### config.mk
export PLATFORM = sky130hd
export DESIGN_NAME = crank_wheel_gen
export DESIGN_NICKNAME = d
export VERILOG_FILES = /design/src/rtl/crank_wheel_gen.sv
export SDC_FILE = /design/constraint.sdc
export NUM_CORES = 1
export LEC_CHECK = 0
export ABC_CLOCK_PERIOD_IN_PS = 14000
export BUFFER_PORTS_ARGS = -buffer_cell sky130_fd_sc_hd__buf_4
export CORE_MARGIN = 2
export CORE_UTILIZATION = 65
export DETAILED_ROUTE_END_ITERATION = 10
export PLACE_DENSITY = 0.86
export SLEW_MARGIN = 20
export SYNTH_ARGS = -nofsm -noshare
export SYNTH_HDL_FRONTEND = slang
export SYNTH_SLANG_ARGS = --single-unit
### constraint.sdc
create_clock -name clk -period 14 [get_ports clk]
set_input_delay 1.4 -clock clk [delete_from_list [all_inputs] [get_ports clk]]
set_output_delay 1.4 -clock clk [all_outputs]
set_load 0.03 [all_outputs]
### src/rtl/crank_wheel_gen.sv
// crank_wheel_gen: synthetic crank tooth-wheel generator.
// Emits a tooth train of TEETH slots per revolution. The last GAP slots
// of each revolution are missing teeth. Slot length and tooth high time
// are given in clk cycles and are re-sampled only at slot boundaries.
module crank_wheel_gen #(
   parameter int WIDTH = 24,
   parameter int TEETH = 60,
   parameter int GAP   = 2,
   localparam int TN_W = (TEETH > 1) ? $clog2(TEETH) : 1
) (
   input  logic             clk,
   input  logic             rst,
   input  logic             ena,
   input  logic [WIDTH-1:0] period,
   input  logic [WIDTH-1:0] high_time,
   output logic             tooth,
   output logic [TN_W-1:0]  tooth_num,
   output logic             gap,
   output logic             rev
);

   typedef enum logic {S_IDLE = 1'b0, S_RUN = 1'b1} state_t;

   localparam logic [TN_W-1:0] LAST_SLOT = TN_W'(TEETH - 1);
   localparam logic [TN_W-1:0] FIRST_GAP = TN_W'(TEETH - GAP);

   // Slot length never drops below 2 so a real tooth always has a low cycle.
   function automatic logic [WIDTH-1:0] clamp_per(input logic [WIDTH-1:0] p);
      return (p < WIDTH'(2)) ? WIDTH'(2) : p;
   endfunction

   // High time is forced into 1..per-1 so a real tooth is always visible.
   function automatic logic [WIDTH-1:0] clamp_high(input logic [WIDTH-1:0] h,
                                                   input logic [WIDTH-1:0] per);
      logic [WIDTH-1:0] t;
      t = (h == '0) ? WIDTH'(1) : h;
      return (t > per - WIDTH'(1)) ? (per - WIDTH'(1)) : t;
   endfunction

   state_t           r_state;
   logic [WIDTH-1:0] r_cnt;
   logic [WIDTH-1:0] r_per;
   logic [WIDTH-1:0] r_high;
   logic [TN_W-1:0]  r_slot;
   logic             r_tooth;
   logic             r_gap;
   logic             r_rev;

   state_t           w_state;
   logic [WIDTH-1:0] w_cnt;
   logic [WIDTH-1:0] w_per;
   logic [WIDTH-1:0] w_high;
   logic [TN_W-1:0]  w_slot;
   logic             w_tooth;
   logic             w_gap;
   logic             w_rev;

   logic [WIDTH-1:0] w_per_in;
   logic [WIDTH-1:0] w_high_in;
   logic [WIDTH-1:0] w_cnt_inc;
   logic [TN_W-1:0]  w_slot_inc;
   logic             w_boundary;
   logic             w_next_real;

   assign w_per_in    = clamp_per(period);
   assign w_high_in   = clamp_high(high_time, w_per_in);
   assign w_cnt_inc   = r_cnt + WIDTH'(1);
   assign w_boundary  = (r_cnt == r_per - WIDTH'(1));
   assign w_slot_inc  = (r_slot == LAST_SLOT) ? '0 : r_slot + TN_W'(1);
   assign w_next_real = (w_slot_inc < FIRST_GAP);

   // Next-state and next-output logic; ena low leaves everything at its default (hold).
   always_comb begin
      w_state = r_state;
      w_cnt   = r_cnt;
      w_per   = r_per;
      w_high  = r_high;
      w_slot  = r_slot;
      w_tooth = r_tooth;
      w_gap   = r_gap;
      w_rev   = r_rev;
      case (r_state)
         S_IDLE: begin
            if (ena) begin
               w_state = S_RUN;
               w_per   = w_per_in;
               w_high  = w_high_in;
               w_cnt   = '0;
               w_slot  = '0;
               w_tooth = 1'b1;
               w_rev   = 1'b1;
               w_gap   = 1'b0;
            end
         end
         S_RUN: begin
            if (ena) begin
               if (w_boundary) begin
                  w_cnt   = '0;
                  w_slot  = w_slot_inc;
                  w_per   = w_per_in;
                  w_high  = w_high_in;
                  w_tooth = w_next_real;
                  w_gap   = !w_next_real;
                  w_rev   = (w_slot_inc == '0);
               end else begin
                  w_cnt   = w_cnt_inc;
                  w_tooth = (w_cnt_inc < r_high) && (r_slot < FIRST_GAP);
                  w_rev   = 1'b0;
               end
            end
         end
         default: w_state = S_IDLE;
      endcase
   end

   // State and datapath registers with synchronous reset.
   always_ff @(posedge clk) begin
      if (rst) begin
         r_state <= S_IDLE;
         r_cnt   <= '0;
         r_per   <= WIDTH'(2);
         r_high  <= WIDTH'(1);
         r_slot  <= '0;
         r_tooth <= 1'b0;
         r_gap   <= 1'b0;
         r_rev   <= 1'b0;
      end else begin
         r_state <= w_state;
         r_cnt   <= w_cnt;
         r_per   <= w_per;
         r_high  <= w_high;
         r_slot  <= w_slot;
         r_tooth <= w_tooth;
         r_gap   <= w_gap;
         r_rev   <= w_rev;
      end
   end

   assign tooth     = r_tooth;
   assign tooth_num = r_slot;
   assign gap       = r_gap;
   assign rev       = r_rev;

endmodule

==> impl_metrics.tcl, run 1 <==
set metrics [dict create \
    grt_pass1_wl_um 32300 \
    cts_setup_buffers 0 \
    fp.coreArea_mm2 0.0103 \
    min_period_ns 7.23 \
    gp_congestion 0.994 \
    synth.yosys.seq_area_share_pct 24.0 \
    postCtsHoldBufs 0 \
    ir_worst_vdd_v 0.0000448 \
    yosysMostFrequentCell "nand2_1" \
    drc_errors 0 \
    synth_area_leaders "dfxtp_1 24%, ha_1 9.5%, mux2i_1 8.1%" \
    grtUsageMet3_pct 4.84 \
    ys.flop_type "dfxtp_1" \
    postLayoutCellArea_mm2 0.00736 \
    synthArstFlopShare_pct 0 \
    gr-usage-met2_pct 57.3 \
    dp_cells 995 \
    cp.buffers_inverters 2 \
    grt_pass1_vias 6291 \
    synth_edf_count 0 \
    grt_setup_unrepaired "no" \
    nets 973 \
    clk_pin_slew_worst_paths_ns 0.08 \
    die_w_um 107 \
    drtPass1Iterations 5 \
    grt-ovfl-total 0 \
    n_antenna_cell 0 \
    ant_nets 0 \
    finalHoldViolations 0 \
    status "finished clean" \
    p_leak_uw 0.00295 \
    ys.warnings.count 0 \
    vias 6560 \
    dpl_cell_area_mm2 0.00717 \
    first_iter_violations 686 \
    drive_gt1_share_pct 10.6 \
    cp-end-kind "register" \
    detail_route.vias_per_cell 6.49 \
    rrSetupSlack_ns 10.22 \
    cts_buffers 9 \
    cts_buffer_depth 2 \
    syn-num-nets 978 \
    tns_ns 0 \
    tritoncts "done" \
    slew_viol_final 0 \
    gr-usage-met1_pct 48.6 \
    synthCells 875 \
    worst_pin_slew_ns 1.01 \
    drv_cap 0 \
    cts_max_level 3 \
    timing.fmax_mhz 138 \
    slew_headroom_pct 32.5 \
    grt_max_degree 86 \
    dieArea_mm2 0.0114 \
    hold_class "reg -> reg" \
    critPathMaxStageDelay_ns 0.79 \
    portBuffers 59 \
    rows 37 \
    post_cts_resized 0 \
    start_util_pct 66.5 \
    syn_area_mm2 0.00684 \
    cp_cell_sequence "buf_4 > or4_1 > or3_1 > or2_2 > o41ai_1 > ha_1 > inv_1 > or2_2 > nor4_1 > xnor2_1 > ha_1 > nand4_1 > nor4_1 > o21ai_0 > o211a_1 > nor2_2 > a211o_1 > mux2i_1" \
    final.period_utilization_pct 51.7 \
    clock-sinks 82 \
    totalWireLength_um 19900 \
    post_drt_wl_per_cell_um 19.7 \
    area_delta_synth_final_pct 7.69 \
    cts_root_buffer "clkbuf_8" \
    synth_common_cells "118 x nand2_1, 82 x dfxtp_1, 64 x clkbuf_1" \
    clk_latency_ns 0.38 \
    antenna_found_initial 0 \
    finalSetupViolations 0 \
    post-synth-top-area-fraction_pct 24.0 \
    hold_ws_ns 0.464 \
    syn_area_per_cell_um2 7.81 \
    final_cells 1011 \
    die_y_um 107 \
    nFillCells 835 \
    worstSetupPathType "in -> reg" \
    io_pins 60 \
    place_hpwl_um 14900 \
    cp.required_ns 14.23 \
    crit_slowest_cell "nor2_2" \
    crit_arrival_ns 7.46 \
    path_delay_family "simple AND/OR/NAND/NOR gates" \
    grt_usage_pct 35.9 \
    synth.largest_area_cell "dfxtp_1" \
    ys_ff_latch 82 \
    finClkSkew_ns 0.0167 \
    yosysUniqueCellTypes 63 \
    grt_most_used_layer "met2" \
    startpoint_type "primary input" \
    critPathMaxFanout 22 \
    p_per_area_mw_per_mm2 80.4 \
]
-- per-stage QoR --
stage	worst slack [ns]	power (uW)	util, %
floorplan	7.46	367	-
global placement	6.65	410	69.7
detailed placement	6.47	415	69.7
CTS	6.80	588	71.6
global route	6.27	616	71.6
finish	6.77	592	71.6
-- layout by cell type, fill, tap and decap left out, drive strengths merged, types with 6 or more instances in the layout --
cell type and count:
nand3 23, xnor2 48, dfxtp 82, or3 17, nand4 19, buf 64, clkbuf 11, mux2i 55
a21oi 47, o22ai 7, a32o 8, a211oi 6, nor4 29, inv 38, a211o 17, ha 52
nor3 27, and3 9, nor2 38, nand2 118, or4 8, o21ai 24, o211ai 18, and4 7
xor2 25
-- report_power, final --
part           internal [uW]  total [uW]  switching, uW
logic                   63.4         154           90.9
registers                245         260           14.6
clock network           86.8         178           91.1
total                    395         592            197
-- final cells by class --
type / instances / area, um^2 / area share [%]
flip-flops and latches: 82 / 1640 / 22.3
well taps: 136 / 170 / 2.31
clock inverters: 5 / 53.8 / 0.731
multi-input cells: 675 / 4730 / 64.3
inverters: 38 / 143 / 1.94
clock buffers: 11 / 141 / 1.92
repair buffers: 64 / 480 / 6.53
-- flip-flops by register name (all words and copies together) (netlist names) --
signal and count:
r_per 24, r_high 24, gap 1, r_cnt 24, r_state 1, tooth 1, tooth_num 6, rev 1
-- tightest hold or removal path, delay by kind of cell, from the launching register on --
| family | cells | cell delay (ns) |
|---|---|---|
| flip-flops | 1 | 0.31 |
| multiplexers | 1 | 0.05 |
| AND/OR/NAND/NOR | 1 | 0.05 |
-- per-layer routing --
layer  share of wire [%]  wire, um
met5                   0         0
met4                 3.7       744
met3                 8.5      1700
met2                  45      8880
met1                  43      8560
-- path summary, 6_finish.rpt --
path / start / end / cells past startpoint
worst min register to register: r_high[6] / r_high[6] / 2
worst max register to register: r_per[1] / r_per[0] / 11
worst max-delay path: period[5] / r_high[14] / 18
worst min-delay path: r_high[6] / r_high[6] / 2
-- cells by family after synthesis --
group / count (synthesis) / share of synthesized area (%)
and+or+nand+nor: 322 / 23.9
DFF: 82 / 24.0
muxes: 56 / 8.22
AOI/OAI and AO/OA: 171 / 17.4
xor gates and xnor gates: 74 / 9.70
adders and majority gates: 52 / 9.52
buffers and inverters: 118 / 7.18
No activity file was read; power rests on OpenSTA's default activity.
==> inputs of run 2 (changes only) <==
- ABC_AREA: not set -> 1
- ABC_CLOCK_PERIOD_IN_PS: 14000 -> 7000
- CORE_UTILIZATION: 65 -> 61
- PLACE_DENSITY: 0.86 -> 0.81
- clock period: 14 -> 7 ns (I/O delays scaled with it)
==> run 2 against run 1 <==
Combinational power is 100% higher. First-iteration DRC count down 27%. Utilization shrank 4.3 points. Synthesized cell count grew 30%. Worst setup slack worse by 4.2 ns. Largest cell class unchanged.
==> impl_metrics.tcl, run 2 <==
set metrics [dict create \
    critPathMaxFanout 6 \
    fp.coreArea_mm2 0.0113 \
    cts_buffers 9 \
    mostFrequentLayoutCells "385 x nand2_1, 137 x inv_1, 119 x nor2_1" \
    totalWireLength_um 18600 \
    cts_root_buffer "clkbuf_16" \
    crit_path_start "period[16]" \
    cp.required_ns 7.27 \
    worst_pin_slew_ns 1.00 \
    cts_setup_buffers 0 \
    postLayoutCellArea_mm2 0.00759 \
    rr_startpoint "r_per[0]" \
    first_iter_violations 502 \
    post_cts_resized 0 \
    startpoint_type "primary input" \
    grt_pass1_wl_um 30800 \
    ant_nets 0 \
    grt_usage_pct 30.9 \
    yosysUniqueCellTypes 40 \
    final_cells 1304 \
    cts_buffer_depth 2 \
    status "finished clean" \
    clk_pin_slew_worst_paths_ns 0.06 \
    p_per_area_mw_per_mm2 166 \
    grt_max_degree 46 \
    syn-num-nets 1243 \
    synthArstFlopShare_pct 0 \
    drv_cap 0 \
    antenna_found_initial 0 \
    clock-sinks 82 \
    portBuffers 59 \
    die_y_um 111 \
    detail_route.vias_per_cell 5.28 \
    postCtsHoldBufs 0 \
    rows 39 \
    cts_max_level 3 \
    yosysMostFrequentCell "nand2_1" \
    dp_cells 1289 \
    finClkSkew_ns 0.00685 \
    drive_gt1_share_pct 8.35 \
    ys.warnings.count 0 \
    die_w_um 111 \
    reg_top3 "r_cnt (24), r_high (24), r_per (24)" \
    finalHoldViolations 0 \
    grt-ovfl-total 0 \
    hold_class "reg -> reg" \
    cp-end-kind "register" \
    dieArea_mm2 0.0123 \
    hp-start "r_high[7]" \
    ys.flop_type "dfxtp_1" \
    drtPass1Iterations 5 \
    ys_ff_latch 82 \
    worstSetupPathType "in -> reg" \
    synth.largest_area_cell "dfxtp_1" \
    ir_worst_vdd_v 0.000102 \
    vias 6882 \
    synth_area_leaders "dfxtp_1 24%, nand2_1 21%, ha_1 9.3%" \
    post_drt_wl_per_cell_um 14.3 \
    n_antenna_cell 0 \
    mostFrequentLayoutCell "nand2_1" \
    nets 1260 \
    finalSetupViolations 0 \
    gp_congestion 0.906 \
    io_pins 60 \
    grt_pass1_vias 6308 \
    drc_errors 0 \
    area_delta_synth_final_pct 9.10 \
    p_leak_uw 0.00382 \
    min_period_ns 4.47 \
    start_util_pct 61.7 \
    synth.yosys.seq_area_share_pct 23.6 \
    syn_area_per_cell_um2 6.10 \
    syn_area_mm2 0.00696 \
    post-synth-top-area-fraction_pct 23.6 \
    place_hpwl_um 14800 \
    synth_edf_count 0 \
    final.period_utilization_pct 63.9 \
    tns_ns 0 \
    slew_headroom_pct 32.8 \
    tritoncts "done" \
    clk_latency_ns 0.34 \
    crit_arrival_ns 4.74 \
    grt_setup_unrepaired "no" \
    post-route-util_pct 67.4 \
    synthCells 1140 \
    timing.fmax_mhz 224 \
    synth_common_cells "385 x nand2_1, 137 x inv_1, 119 x nor2_1" \
    slew_viol_final 0 \
    dpl_cell_area_mm2 0.00731 \
]
## run 2: per-layer routing
| layer | wire length [um] | track usage, % |
|---|---|---|
| met1 | 8850 | 43.6 |
| met2 | 8050 | 48.6 |
| met3 | 1200 | 4.48 |
| met4 | 480 | 10.3 |
| met5 | 0 | 0 |
## run 2: cell type report
| class | count | area [um^2] |
|---|---|---|
| sequential | 82 | 1640 |
| timing repair buffer | 61 | 458 |
| multi-input combinational | 864 | 4520 |
| fill | 1080 | 3680 |
| clock buffer | 13 | 260 |
| tap | 143 | 179 |
| inverter | 139 | 522 |
| clock inverter | 2 | 12.5 |
## run 2: kinds of logic (layout without fill, tap and decap cells)
family | after synthesis | count (layout) | synth area share [%]
buffers and inverters | 194 | 215 | 11.6
AOI/OAI and AO/OA | 96 | 96 | 7.48
xor gates and xnor gates | 63 | 63 | 8.04
DFF | 82 | 82 | 23.6
and+or+nand+nor | 653 | 653 | 39.9
adders and majority gates | 52 | 52 | 9.35
## run 2: power by group
part,internal [uW],switching [uW]
clock,257,180
combinational,113,200
sequential,489,22.5
total,860,403
## run 2: worst paths after layout
check                                   to  slack (ns)  cells past startpoint
worst max-delay path            r_high[23]        2.53                     26
worst min-delay path             r_high[7]        0.45                      2
worst max register to register   r_per[17]        3.08                     16
worst min register to register   r_high[7]        0.45                      2
## run 2: worst max-delay path, stage by stage
cell and delay (ns):
buf_4 0.13, nor2_1 0.16, nand2_1 0.10, nor2_1 0.12, nand3_1 0.11, nand2_1 0.18
ha_1 0.25, nand2_1 0.16, nor2_1 0.23, nand4_1 0.15, nor2_1 0.19, nand2_1 0.09
xor2_1 0.17, ha_1 0.27, nand2_1 0.04, inv_1 0.05, nand3_1 0.06, nor2_1 0.16
nand2_1 0.09, a21oi_1 0.28, nor2_1 0.09, nor2_1 0.44, nand3_1 0.19, nand2_1 0.09
nand3_1 0.07, a21oi_1 0.14
## run 2: metrics by stage
stage	setup WS, ns	total power (uW)	hold slack [ns]
5_1_grt	1.99	1330	0.465
3_3_place_gp	2.02	825	0.428
6_report	2.53	1260	0.448
2_1_floorplan	3.12	744	0.419
3_5_place_dp	1.94	829	0.434
4_1_cts	2.28	1260	0.448
==> inputs of run 3 (changes only) <==
- ABC_CLOCK_PERIOD_IN_PS: 7000 -> 4100
- CORE_UTILIZATION: 61 -> 55
- PLACE_DENSITY: 0.81 -> 0.77
- clock period: 7 -> 4.1 ns (I/O delays scaled with it)
==> run 3 against run 2 <==
Non-clock buffer count grew 6. First-iteration DRC count shrank 18%. Via count grew 2.1%. Flip-flop and latch count is the same. Highest routed layer unchanged. Largest cell class unchanged. Sequential share of layout area shrank 0.29 points. Global-route usage shrank 0.88 points.
==> impl_metrics.tcl, run 3 (same netlist as run 2, synthesis figures left out) <==
set metrics [dict create \
    seqCellArea_mm2 0.00164 \
    worstSetupPathType "in -> reg" \
    reg2reg_to "tooth" \
    drc_errors 0 \
    totalWireLength_um 19400 \
    min_period_ns 3.66 \
    hp-start "period[23]" \
    timing.fmax_mhz 273 \
    finClkSkew_ns 0.00919 \
    portBuffers 59 \
    grt_pass1_vias 6331 \
    detail_route.vias_per_cell 5.25 \
    area_delta_synth_final_pct 10.6 \
    grt_pass1_wl_um 31500 \
    mostFrequentLayoutCell "nand2_1" \
    worst-r2r-cell-count 22 \
    cts_root_buffer "clkbuf_16" \
    tns_ns 0 \
    fp.coreArea_mm2 0.0125 \
    hold_ws_ns 0.316 \
    start_util_pct 55.8 \
    rows 41 \
    holdPathEnd "r_per[23]" \
    grt_setup_unrepaired "no" \
    p_per_area_mw_per_mm2 287 \
    rr_startpoint "r_cnt[0]" \
    first_iter_violations 414 \
    ir_worst_vdd_v 0.000276 \
    die_y_um 116 \
    cts_buffers 9 \
    drv_cap 0 \
    clk_latency_ns 0.34 \
    mostFrequentLayoutCells "385 x nand2_1, 137 x inv_1, 117 x nor2_1" \
    nFillCells 1273 \
    antenna_found_initial 0 \
    finalHoldViolations 0 \
    io_pins 60 \
    grtUsageMet3_pct 2.96 \
    grt_most_used_layer "met2" \
    grt_max_degree 46 \
    ant_nets 0 \
    reg_top3 "r_cnt (24), r_high (24), r_per (24)" \
    finalSetupViolations 0 \
    startpoint_type "primary input" \
    final_cells 1339 \
    vias 7029 \
    gr-usage-met1_pct 41.6 \
    cp.required_ns 4.37 \
    grt_usage_pct 30.0 \
    drtPass1Iterations 5 \
    critPathMaxFanout 42 \
    cts_buffer_depth 2 \
    clk_pin_slew_worst_paths_ns 0.06 \
    gp_congestion 0.917 \
    slew_viol_final 0 \
    post_drt_wl_per_cell_um 14.5 \
    p_leak_uw 0.00386 \
    rrSetupSlack_ns 0.52 \
    dp_cells 1324 \
    cp-end-kind "register" \
    nets 1266 \
    crit_arrival_ns 3.93 \
    status "finished clean" \
    die_w_um 116 \
    n_antenna_cell 0 \
    tritoncts "done" \
    whs_path_depth 3 \
    multi_input_area_mm2 0.00452 \
    place_hpwl_um 15700 \
    slew_headroom_pct 34.7 \
    dieArea_mm2 0.0136 \
    grt-ovfl-total 0 \
    clock-sinks 82 \
    worst_pin_slew_ns 0.977 \
    postCtsHoldBufs 0 \
    cts_max_level 3 \
    hold_class "in -> reg" \
    drive_gt1_share_pct 9.08 \
    final.period_utilization_pct 89.3 \
    gr-usage-met2_pct 49.9 \
]
## run 3: cell types whose count changed in the layout (fill, tap and decap cells not counted), sizes merged
cell | before | now
clkbuf | 13 | 10
clkinv | 2 | 4
bufinv | 0 | 1
buf | 61 | 67
## run 3: area by class of cell
| cell class | count | area share, % |
|---|---|---|
| multi-input cells | 864 | 58.7 |
| flip-flops and latches | 82 | 21.3 |
| inverters | 139 | 6.78 |
| repair buffers | 67 | 6.70 |
| clock buffers | 10 | 2.98 |
| well taps | 172 | 2.80 |
| clock inverters | 5 | 0.732 |
## run 3: worst max-delay path by stage
stage / start / end / slack (ns) / cells past startpoint
2_1_floorplan: period[5] / r_high[20] / 0.51 / 25
3_3_place_gp: period[16] / r_high[23] / 0.17 / 24
3_5_place_dp: period[16] / r_high[23] / 0.1 / 24
4_1_cts: period[16] / r_high[19] / 0.44 / 24
5_1_grt: period[5] / r_high[14] / 0.03 / 26
6_report: period[16] / r_high[20] / 0.44 / 23
## run 3: worst max-delay path: stages
cell and delay (ns):
buf_4 0.13, nor2_1 0.17, nand2_1 0.11, nor2_1 0.11, nand3_1 0.10, nand2_1 0.09
ha_1 0.22, nand2_1 0.15, nor3b_1 0.41, nand3_1 0.16, xor2_1 0.19, ha_1 0.28
nand2_1 0.04, inv_1 0.05, nand3_1 0.09, nor2_1 0.13, nand2_1 0.10, a21oi_1 0.21
o21bai_2 0.12, buf_12 0.18, o21ai_0 0.22, nand3_1 0.11, a21oi_1 0.15
## run 3: per-stage QoR
stage	utilization (%)	instance area, um^2	worst slack, ns	power, uW
global placement	59.4	7410	0.170	1420
floorplan	-	6960	0.512	1270
finish	61.7	7700	0.440	2210
global route	61.7	7700	0.0283	2330
CTS	61.7	7690	0.441	2210
detailed placement	59.4	7410	0.0973	1430
## run 3: repair_timing
| action | CTS | global route |
|---|---|---|
| gates resized for setup | 0 | 3 |
| buffers inserted | 0 | 0 |
| setup endpoints to repair | 0 | 4 |
## run 3: where the power goes
group | total (uW) | leakage (uW) | internal, uW | switching, uW
Combinational | 540 | 0.00306 | 199 | 341
Clock | 791 | 0.000138 | 467 | 323
Sequential | 878 | 0.000669 | 835 | 43.3
## run 3: layer usage
layer  wire, um  vias to the layer above
li1           -                     3639
met1       9150                     3169
met2       8840                      199
met3       1020                       22
met4        379                        0
met5          0                        -
